### src/rtl/alu_exec_pipe_pkg.sv
// Shared types for the exec-unit ALU pipeline: opcode set and NZCV flag bundle.
package alu_exec_pipe_pkg;

    localparam int unsigned WORD_WIDTH = 32;

    // Encodings 13..15 are unused and are reported as illegal by the ALU.
    typedef enum logic [3:0] {
        OpNot  = 4'd0,
        OpAnd  = 4'd1,
        OpOr   = 4'd2,
        OpXor  = 4'd3,
        OpAdd  = 4'd4,
        OpSub  = 4'd5,
        OpNand = 4'd6,
        OpNor  = 4'd7,
        OpXnor = 4'd8,
        OpRsh  = 4'd9,
        OpLsh  = 4'd10,
        OpRro  = 4'd11,
        OpLro  = 4'd12
    } enum_instr_exec_unit;

    typedef struct packed {
        logic n;
        logic z;
        logic c;
        logic v;
    } alu_flags_t;

endpackage

### src/rtl/alu_barrel_shift.sv
// Combinational barrel shifter/rotator with carry-out of the last bit shifted out.
module alu_barrel_shift #(
    parameter int unsigned DATA_WIDTH = 32
) (
    input  logic [DATA_WIDTH-1:0]         value_i,
    input  logic [$clog2(DATA_WIDTH)-1:0] amount_i,
    input  logic                          dir_left_i,
    input  logic                          rotate_i,
    output logic [DATA_WIDTH-1:0]         result_o,
    output logic                          carry_o
);

    localparam int unsigned ShW = $clog2(DATA_WIDTH);
    localparam logic [ShW:0] FullAmt = (ShW + 1)'(DATA_WIDTH);

    // One guard bit catches the last bit shifted out; it is 0 for amount 0.
    logic [DATA_WIDTH:0]   lsh_w;
    logic [DATA_WIDTH:0]   rsh_w;
    logic [ShW:0]          inv_amt_w;
    logic [DATA_WIDTH-1:0] lro_w;
    logic [DATA_WIDTH-1:0] rro_w;

    assign lsh_w     = {1'b0, value_i} << amount_i;
    assign rsh_w     = {value_i, 1'b0} >> amount_i;
    // Amount 0 gives a complementary shift of DATA_WIDTH, which yields 0.
    assign inv_amt_w = FullAmt - {1'b0, amount_i};
    assign lro_w     = (value_i << amount_i) | (value_i >> inv_amt_w);
    assign rro_w     = (value_i >> amount_i) | (value_i << inv_amt_w);

    // Select shift/rotate result and carry by direction and mode.
    always_comb begin
        result_o = '0;
        carry_o  = 1'b0;
        if (dir_left_i) begin
            result_o = rotate_i ? lro_w : lsh_w[DATA_WIDTH-1:0];
            carry_o  = !rotate_i && lsh_w[DATA_WIDTH];
        end else begin
            result_o = rotate_i ? rro_w : rsh_w[DATA_WIDTH:1];
            carry_o  = !rotate_i && rsh_w[0];
        end
    end

endmodule

### src/rtl/alu_exec_pipe.sv
// Exec-unit ALU: valid/ready input, combinational ALU, back-pressured result pipeline.
module alu_exec_pipe
    import alu_exec_pipe_pkg::*;
#(
    parameter int unsigned DATA_WIDTH  = WORD_WIDTH,
    parameter int unsigned ADDR_WIDTH  = 8,
    parameter int unsigned PIPE_STAGES = 2
) (
    input  logic                  clk,
    input  logic                  reset_n,
    input  logic                  flush_i,
    input  logic                  in_valid_i,
    output logic                  in_ready_o,
    input  enum_instr_exec_unit   in_opcode_i,
    input  logic [DATA_WIDTH-1:0] in_op0_i,
    input  logic [DATA_WIDTH-1:0] in_op1_i,
    input  logic [ADDR_WIDTH-1:0] in_addr_i,
    output logic                  out_valid_o,
    input  logic                  out_ready_i,
    output logic [DATA_WIDTH-1:0] out_data_o,
    output logic [ADDR_WIDTH-1:0] out_addr_o,
    output logic [3:0]            out_flags_o,
    output logic                  out_illegal_o,
    output logic                  busy_o
);

    localparam int unsigned ShW = $clog2(DATA_WIDTH);
    localparam int unsigned Msb = DATA_WIDTH - 1;

    // Payload width depends on module parameters, so the type lives here.
    typedef struct packed {
        logic [DATA_WIDTH-1:0] data;
        logic [ADDR_WIDTH-1:0] addr;
        alu_flags_t            flags;
        logic                  illegal;
    } alu_stage_t;

    logic [DATA_WIDTH:0]   sum_w;
    logic [DATA_WIDTH:0]   diff_w;
    logic [DATA_WIDTH-1:0] sh_result_w;
    logic                  sh_carry_w;
    logic                  sh_left_w;
    logic                  sh_rotate_w;
    logic [DATA_WIDTH-1:0] res;
    logic                  carry;
    logic                  ovf;
    logic                  illegal;
    alu_stage_t            alu_res;

    assign sum_w       = {1'b0, in_op0_i} + {1'b0, in_op1_i};
    assign diff_w      = {1'b0, in_op0_i} + {1'b0, ~in_op1_i} + {{DATA_WIDTH{1'b0}}, 1'b1};
    assign sh_left_w   = (in_opcode_i == OpLsh) || (in_opcode_i == OpLro);
    assign sh_rotate_w = (in_opcode_i == OpRro) || (in_opcode_i == OpLro);

    alu_barrel_shift #(
        .DATA_WIDTH (DATA_WIDTH)
    ) u_shift (
        .value_i    (in_op0_i),
        .amount_i   (in_op1_i[ShW-1:0]),
        .dir_left_i (sh_left_w),
        .rotate_i   (sh_rotate_w),
        .result_o   (sh_result_w),
        .carry_o    (sh_carry_w)
    );

    // Decode opcode into result, carry, overflow; illegal opcodes zero data and flags.
    always_comb begin
        res     = '0;
        carry   = 1'b0;
        ovf     = 1'b0;
        illegal = 1'b0;
        unique case (in_opcode_i)
            OpNot:  res = ~in_op0_i;
            OpAnd:  res = in_op0_i & in_op1_i;
            OpOr:   res = in_op0_i | in_op1_i;
            OpXor:  res = in_op0_i ^ in_op1_i;
            OpNand: res = ~(in_op0_i & in_op1_i);
            OpNor:  res = ~(in_op0_i | in_op1_i);
            OpXnor: res = ~(in_op0_i ^ in_op1_i);
            OpAdd: begin
                res   = sum_w[Msb:0];
                carry = sum_w[DATA_WIDTH];
                ovf   = (in_op0_i[Msb] == in_op1_i[Msb]) && (res[Msb] != in_op0_i[Msb]);
            end
            OpSub: begin
                res   = diff_w[Msb:0];
                carry = diff_w[DATA_WIDTH];
                ovf   = (in_op0_i[Msb] != in_op1_i[Msb]) && (res[Msb] != in_op0_i[Msb]);
            end
            OpRsh, OpLsh, OpRro, OpLro: begin
                res   = sh_result_w;
                carry = sh_carry_w;
            end
            default: illegal = 1'b1;
        endcase
        alu_res.data    = illegal ? '0 : res;
        alu_res.addr    = in_addr_i;
        alu_res.flags.n = !illegal && res[Msb];
        alu_res.flags.z = !illegal && (res == '0);
        alu_res.flags.c = !illegal && carry;
        alu_res.flags.v = !illegal && ovf;
        alu_res.illegal = illegal;
    end

    logic [PIPE_STAGES-1:0] v_w;
    logic [PIPE_STAGES-1:0] adv;
    logic [PIPE_STAGES-1:0] load;
    alu_stage_t             stage_w [PIPE_STAGES];
    logic                   hole;

    // A stage drains when it is full and some stage below is empty or the output is taken.
    always_comb begin
        adv  = '0;
        hole = 1'b0;
        for (int i = 0; i < int'(PIPE_STAGES); i++) begin
            hole = 1'b0;
            for (int j = i + 1; j < int'(PIPE_STAGES); j++) begin
                hole = hole | !v_w[j];
            end
            adv[i] = v_w[i] && (hole || out_ready_i);
        end
    end

    assign in_ready_o = !flush_i && (!v_w[0] || adv[0]);

    // Stage 0 loads on accept; each later stage loads when its upstream drains.
    always_comb begin
        load    = '0;
        load[0] = in_valid_i && in_ready_o;
        for (int i = 1; i < int'(PIPE_STAGES); i++) begin
            load[i] = adv[i-1];
        end
    end

    for (genvar i = 0; i < PIPE_STAGES; i++) begin : g_stage
        logic       v_d;
        logic       v_q;
        alu_stage_t s_in;
        alu_stage_t s_q;

        if (i == 0) begin : g_head
            assign s_in = alu_res;
        end else begin : g_body
            assign s_in = stage_w[i-1];
        end

        // Stage stays valid unless it drains; flush empties every stage.
        always_comb begin
            v_d = flush_i ? 1'b0 : (load[i] || (v_q && !adv[i]));
        end

        // Stage valid and payload registers.
        always_ff @(posedge clk or negedge reset_n) begin
            if (!reset_n) begin
                v_q <= 1'b0;
                s_q <= '0;
            end else begin
                v_q <= v_d;
                if (load[i]) begin
                    s_q <= s_in;
                end
            end
        end

        assign v_w[i]     = v_q;
        assign stage_w[i] = s_q;
    end

    assign out_valid_o   = v_w[PIPE_STAGES-1];
    assign out_data_o    = stage_w[PIPE_STAGES-1].data;
    assign out_addr_o    = stage_w[PIPE_STAGES-1].addr;
    assign out_flags_o   = stage_w[PIPE_STAGES-1].flags;
    assign out_illegal_o = stage_w[PIPE_STAGES-1].illegal;
    assign busy_o        = |v_w;

endmodule

### config.mk
export PLATFORM = sky130hd
export DESIGN_NAME = alu_exec_pipe
export DESIGN_NICKNAME = d
export VERILOG_FILES = /design/src/rtl/alu_exec_pipe_pkg.sv /design/src/rtl/alu_barrel_shift.sv /design/src/rtl/alu_exec_pipe.sv
export SDC_FILE = /design/constraint.sdc
export NUM_CORES = 1
export LEC_CHECK = 0
export ABC_CLOCK_PERIOD_IN_PS = 3340
export CAP_MARGIN = 20
export CORE_MARGIN = 8
export CORE_UTILIZATION = 25
export CTS_CLUSTER_DIAMETER = 200
export DETAILED_ROUTE_END_ITERATION = 8
export SLEW_MARGIN = 20
export SYNTH_ARGS = -nofsm -noshare
export SYNTH_HDL_FRONTEND = slang
export SYNTH_SLANG_ARGS = --single-unit
### constraint.sdc
create_clock -name clk -period 3.34 [get_ports clk]
set_clock_uncertainty 0.05 [all_clocks]
set_input_delay 0.334 -clock clk [delete_from_list [all_inputs] [get_ports clk]]
set_output_delay 0.334 -clock clk [all_outputs]
set_load 0.03 [all_outputs]
==> results of run 1 <==
cell usage after synthesis (8+ instances only):
master | n | area (µm²)
nand2_1 | 158 | 593
buf_1 | 25 | 93.8
nand3_1 | 40 | 200
a221o_1 | 12 | 120
a221oi_1 | 32 | 280
o21bai_1 | 13 | 97.6
nor3_1 | 40 | 200
o221ai_1 | 34 | 298
o31ai_1 | 24 | 180
clkbuf_1 | 144 | 541
o2111ai_1 | 11 | 96.3
a2111oi_0 | 10 | 87.6
a211o_1 | 10 | 87.6
ha_1 | 114 | 1430
nand4_1 | 16 | 100
a22oi_1 | 23 | 173
mux4_2 | 77 | 1730
nor4_1 | 10 | 62.6
o211ai_1 | 43 | 323
or3_1 | 15 | 93.8
mux2_2 | 129 | 1450
a21o_1 | 21 | 158
nand2b_1 | 23 | 144
o22ai_1 | 55 | 344
and2_1 | 10 | 62.6
dfrtp_1 | 90 | 2250
or2_2 | 15 | 93.8
a21oi_1 | 142 | 711
o21ai_0 | 136 | 681
a311oi_1 | 8 | 70.1
nor2b_1 | 22 | 138
a211oi_1 | 50 | 375
o311ai_0 | 12 | 105
inv_1 | 110 | 413
mux2i_1 | 130 | 1300
nor2_1 | 185 | 694
o21a_1 | 9 | 67.6
a31oi_1 | 25 | 156
buf_2 | 23 | 115
repair_timing:
item,CTS,global route
setup buffers,61,30
pin swaps,84,62
endpoints found under the hold margin,48,0
resized for setup,335,126
endpoints found under the setup margin,28,22
hold buffers,1,0
cloned,3,2
stage by stage:
| stage | TNS (ns) | area [µm²] | hold slack [ns] | worst slack (ns) | instances |
|---|---|---|---|---|---|
| 2_1_floorplan | -8.21 | 18100 | -0.0116 | -1.54 | 2186 |
| 3_3_place_gp | -25.88 | 26500 | 0.336 | -1.74 | 3978 |
| 3_5_place_dp | -25.85 | 26500 | 0.342 | -1.79 | 3978 |
| 4_1_cts | -3.51 | 28600 | 0.435 | -1.19 | 4055 |
| 5_1_grt | -4.67 | 29400 | 0.455 | -1.28 | 4083 |
| 6_report | -3.31 | 29400 | 0.430 | -1.18 | 4086 |
critical path, delay by kind of cell:
kind / cells / cell delay (ns)
simple gates: 8 / 2.25
buf+inv: 5 / 1.08
compound gates: 2 / 0.59
mux: 2 / 0.45
logic make-up after synthesis:
kind of cell	count (synthesis)	synth area share
xor+xnor	9	0.00494
fa+ha+maj	116	0.0839
flops	90	0.129
compound gates	747	0.294
simple gates	562	0.149
buf+inv	318	0.0755
mux	344	0.263
flip-flops by register name (all words and copies together), names as in the netlist:
| register | count |
|---|---|
| out_illegal_o | 1 |
| out_addr_o | 8 |
| out_data_o | 32 |
| g_stage.v_q | 1 |
| g_stage.s_q | 44 |
| out_flags_o | 3 |
| out_valid_o | 1 |
per-layer routing:
layer,vias up,track usage
met2,1418,0.432
met1,11500,0.356
met5,-,0
li1,10300,-
met4,2,0.125
met3,354,0.0466
layout make-up:
type                       instances  share of cell area
multi-input combinational       1778               0.525
antenna                            3            0.000256
timing repair buffer            1145               0.332
clock inverter                     7             0.00264
inverter                         114              0.0157
sequential                        90              0.0767
tap                              940              0.0400
clock buffer                       9             0.00767
final timing paths:
check	startpoint	end	slack [ns]
min in group asynchronous	reset_n	out_data_o[8]$_DFFE_PN0P_	0.51
max	in_op0_i[16]	g_stage[0].s_q[3]$_DFFE_PN0P_	-1.18
min	g_stage[0].s_q[18]$_DFFE_PN0P_	g_stage[0].s_q[18]$_DFFE_PN0P_	0.43
min reg2reg	g_stage[0].s_q[18]$_DFFE_PN0P_	g_stage[0].s_q[18]$_DFFE_PN0P_	0.43
max reg2reg	out_valid_o$_DFF_PN0_	g_stage[0].s_q[3]$_DFFE_PN0P_	0.07
max in group asynchronous	reset_n	out_flags_o[2]$_DFFE_PN0P_	1.98
where the power goes:
group	total (mW)	switching [mW]	leakage [nW]	internal [mW]
clock	1.01	0.426	0.146	0.586
combinational	6.13	3.24	11.7	2.89
sequential	1.51	0.146	1.11	1.37
==> run_results.csv, run 1 <==
group,metric,value,unit
routing,dr_total_vias,23500,
yosys,syn_inst,2186,
grt,grt_max_degree,51,
floorplan,die_w,280,µm
yosys,yosysSeqAreaShare,0.129,
yosys,synth_edf_count,0,
grt,grt_pass1_vias,22500,
routing,drc_errors,0,
routing,wire_per_inst,27.5,µm
clocking,htreeDepth,3,
place,port_buffers,128,
yosys,synth-async-reset-ratio,1.00,
layout,syn_to_final_growth,68.1,%
place,hpwl,91500,µm
routing,via_per_inst,5.76,
power_and_ir_drop,power.density,295,nW/µm²
layout,multiInputGateArea,15400,µm²
grt,grt_usage,0.272,
clocking,cts.sinks,90,
clocking,clock_path_buffers,2,
layout,layout.area.seq,2250,µm²
grt,grt_overflow,0,
timing,setup_viol,12,
worst_setup_path,slowest_stage,"or4_4",
floorplan,core_area,69700,µm²
layout,nFillCells,7066,
routing,met1Wirelength,45900,µm
yosys,synth.distinct_cells,89,
routing,drtIter0Drc,2338,
power_and_ir_drop,leakage,13.0,nW
routing,dr_wl_met3,10400,µm
power_and_ir_drop,finalPower,8.66,mW
min_path,hold_path_depth,2,
timing,rsz0062_at_grt,"yes",
floorplan,die_area,78600,µm²
yosys,syn_nets,2383,
clocking,cts_tree,"yes",
timing,fin_crit,4.52,ns
layout,layout-drive-gt1-share,0.483,
timing,slew_violations,0,
worst_setup_path,end_kind,"flip-flop",
worst_setup_path,cpPeakStageDelay,0.56,ns
worst_setup_path,start_kind,"primary input",
outcome,status,"finished, violations left",
power_and_ir_drop,ir_drop,0.437,mV
timing,hold_violations,0,
place,gp_congestion,1.08,
floorplan,boundaryPins,129,
worst_setup_path,reg2reg_depth,10,
routing,dr.pass1.iters,8,
worst_setup_path,crit_required,3.53,ns
timing,final.setup.worst_slack,-1.18,ns
timing,tightest_slew,0.870,ns
yosys,ys.flop_type,"dfrtp_1",
floorplan,rows,97,
clocking,cts_made_buffers,9,
grt,grt_pass1_wl,160000,µm
floorplan,start_util,0.251,
timing,fin_crit_sh,1.35,
clocking,insertion_delay,0.33,ns
run,drv_cap,0,
layout,utilization,0.422,
floorplan,die_h,280,µm
worst_setup_path,critPathMaxFanout,12,
layout,final_nets,3335,
routing,wl,112000,µm
routing,antenna_left,0,
layout,final_cell_mix,"buf_4 (901), nor2_1 (168), nand2_1 (153)",
worst_setup_path,worstPathArrival,4.71,ns
layout,final_common_cell,"buf_4",
routing,wl_met2,49200,µm
worst_setup_path,path_class,"primary input to flip-flop",
worst_setup_path,path_cells,"clkdlybuf4s50_1, buf_6, buf_8, mux2i_1, buf_4, buf_4, mux4_2, nand2_1, nand3_1, nand3_1, a221o_1, or4_4, or3_1, or4_4, nor4_4, nand4_1, o41ai_2",
outcome,violations,"negative setup slack",
timing,slew_headroom,0.415,
yosys,yosysWarnings,0,
yosys,synth_seq_cells,90,
grt,antenna_found_initial,2,
min_path,worstHoldPathType,"flip-flop to flip-flop",
yosys,syn_avg_cell_area,7.99,µm²
clocking,cts-root-buf,"clkbuf_16",
yosys,synth_area,17500,µm²
routing,top_layer_used,"met5",
clocking,clkTransAtPathRegs,0.07,ns
timing,max_freq,0.221,GHz
Power figures use the tool's default switching activity.
==> run 2, diff against run 1 <==
--- a/config.mk
+++ b/config.mk
@@ -7,7 +7,6 @@
 export LEC_CHECK = 0
 export ABC_CLOCK_PERIOD_IN_PS = 3340
 export CAP_MARGIN = 20
-export CORE_MARGIN = 8
 export CORE_UTILIZATION = 25
 export CTS_CLUSTER_DIAMETER = 200
 export DETAILED_ROUTE_END_ITERATION = 8
==> run 2 against run 1 <==
The flow still finishes with violations (negative setup slack). Sequential power about the same. Power down 1.2%. Worst setup slack better by 0.17 ns. Clock power up 4%. Critical path type unchanged. Wire length down 2.9%.
==> run_results.csv, run 2 (synthesis gave the netlist of run 1 again) <==
group,metric,value,unit
outcome,status,"finished, violations left",
outcome,violations,"negative setup slack",
grt,grt_usage,0.300,
power_and_ir_drop,switching_share,0.441,
floorplan,die_w,266,µm
worst_setup_path,crit_family,"simple AND/OR/NAND/NOR gates",
routing,dr.pass1.iters,6,
timing,final.setup.worst_slack,-1.02,ns
timing,slew_headroom,0.461,
worst_setup_path,end_kind,"flip-flop",
place,hpwl,89000,µm
routing,via_per_inst,5.73,
worst_setup_path,slowest_stage,"or4_4",
place,port_buffers,128,
min_path,worstHoldPathType,"flip-flop to flip-flop",
worst_setup_path,worstPathArrival,4.54,ns
layout,nFillCells,6938,
timing,fin_crit_sh,1.30,
layout,final_cell_mix,"buf_4 (862), nor2_1 (173), nand2_1 (156)",
layout,layout-drive-gt1-share,0.463,
power_and_ir_drop,ir_drop,0.288,mV
floorplan,start_util,0.254,
worst_setup_path,cpPeakStageDelay,0.59,ns
layout,syn_to_final_growth,65.0,%
power_and_ir_drop,leakage,12.7,nW
clocking,clock_path_buffers,2,
worst_setup_path,start_kind,"primary input",
layout,finalNonFillerCells,4026,
timing,rsz0062_at_grt,"yes",
worst_setup_path,path_class,"primary input to flip-flop",
clocking,insertion_delay,0.33,ns
routing,wire_per_inst,27.1,µm
layout,stdcell_area,28800,µm²
place,postPlaceCellArea,26500,µm²
worst_setup_path,critPathMaxFanout,19,
layout,diodes,0,
worst_setup_path,path_cells,"buf_8, buf_12, buf_16, buf_4, nand2b_1, buf_4, mux4_2, nor2_1, a2111oi_0, a211oi_2, a211oi_2, nand2_1, or4_1, or4_4, nor4_4, nand4_1, o41ai_2",
timing,tightest_slew,0.798,ns
clocking,cts_made_buffers,9,
place,place_ws,-1.89,ns
timing,setup_viol,17,
worst_setup_path,crit_required,3.53,ns
timing,max_freq,0.230,GHz
power_and_ir_drop,power_switching,3.77,mW
power_and_ir_drop,power.share.sequential,0.177,
layout,final_common_cell,"buf_4",
clocking,clkTransAtPathRegs,0.07,ns
worst_setup_path,path_buf_inv,5,
grt,grt_overflow,0,
routing,dr_total_vias,23100,
place,post-place-cells,3944,
clocking,cts-root-buf,"clkbuf_16",
routing,drtIter0Drc,2683,
power_and_ir_drop,power.density,297,nW/µm²
layout,final_nets,3287,
layout,largest_reg_flops,44,
routing,antenna_left,0,
timing,fin_crit,4.36,ns
power_and_ir_drop,clkPwrFrac,0.123,
routing,drc_errors,0,
clocking,cts_tree,"yes",
timing,hold_violations,0,
timing,slew_violations,0,
floorplan,rows,96,
floorplan,die_h,266,µm
power_and_ir_drop,intPower,4.79,mW
power_and_ir_drop,comb_power_share,0.700,
clocking,cts.sinks,90,
place,gp_congestion,1.04,
layout,top_register,"g_stage.s_q",
floorplan,die_area,71000,µm²
grt,grt_max_degree,49,
grt,grt_pass1_wl,157000,µm
run,drv_cap,0,
routing,wl,109000,µm
grt,grt_pass1_vias,22500,
grt,antenna_found_initial,3,
floorplan,boundaryPins,129,
floorplan,core_area,68800,µm²
clocking,htreeDepth,3,
run 2: cell types whose count changed in the layout (fill, tap and decap cells not counted), moves of 6 or more:
cell and change:
buf_12 +7, buf_4 -39, o21ai_2 -8, dlygate4sd2_1 +8
buf_6 -14, nor2_2 -7, ha_4 -6, o21ai_1 +7
run 2: through the flow:
step                setup TNS, ns   util  hold slack, ns  total power [mW]
floorplan                   -8.21      -         -0.0116              4.15
global placement           -21.30  0.385           0.264              6.94
detailed placement         -21.71  0.385           0.266              6.95
CTS                         -2.99  0.414           0.433              8.36
global route                -4.25  0.419           0.464              8.90
finish                      -3.02  0.419           0.426              8.56
run 2: power groups by stage:
stage / Sequential [mW] / Combinational (mW) / Clock [mW]
finish: 1.51 / 5.99 / 1.05
floorplan: 1.83 / 2.32 / 0
CTS: 1.52 / 5.77 / 1.08
global route: 1.55 / 6.23 / 1.12
global placement: 1.52 / 5.42 / 0
detailed placement: 1.54 / 5.41 / 0
run 2: final timing paths:
path / slack (ns) / endpoint / from / depth (start not counted)
max: -1.02 / g_stage[0].s_q[3]$_DFFE_PN0P_ / in_op1_i[0] / 17
min: 0.43 / g_stage[0].s_q[17]$_DFFE_PN0P_ / g_stage[0].s_q[17]$_DFFE_PN0P_ / 2
max reg2reg: 0.18 / g_stage[0].s_q[3]$_DFFE_PN0P_ / out_valid_o$_DFF_PN0_ / 10
min reg2reg: 0.43 / g_stage[0].s_q[17]$_DFFE_PN0P_ / g_stage[0].s_q[17]$_DFFE_PN0P_ / 2
max in group asynchronous: 2.04 / g_stage[0].s_q[37]$_DFFE_PN0P_ / reset_n / 3
min in group asynchronous: 0.45 / out_valid_o$_DFF_PN0_ / reset_n / 2
run 2: layout make-up:
type / count / area [µm²] / area share
clock inverter: 7 / 95.1 / 0.00330
timing repair buffer: 1097 / 9440 / 0.327
multi-input combinational: 1778 / 15200 / 0.527
tap: 931 / 1160 / 0.0404
inverter: 114 / 455 / 0.0158
sequential: 90 / 2250 / 0.0781
clock buffer: 9 / 225 / 0.00781
run 2: repair_timing:
| item | in CTS | in global routing |
|---|---|---|
| buffers inserted | 56 | 10 |
| hold buffers | 1 | 0 |
| gates resized for setup | 277 | 83 |
| endpoints found under the setup margin | 23 | 21 |
| endpoints found under the hold margin | 34 | 0 |
| pin swaps | 61 | 46 |
| gates cloned | 5 | 0 |
run 2: layer usage:
layer	vias up	global-route usage	share of wire
met1	11300	0.399	0.42
li1	10200	-	-
met2	1290	0.478	0.44
met5	-	0	0.00026
met4	4	0.142	0.056
met3	287	0.0398	0.079
run 2: worst min-delay path, cell delays in order (launching register included):
cell	delay [ns]
dfrtp_1	0.34
nand2_1	0.04
o21ai_0	0.06
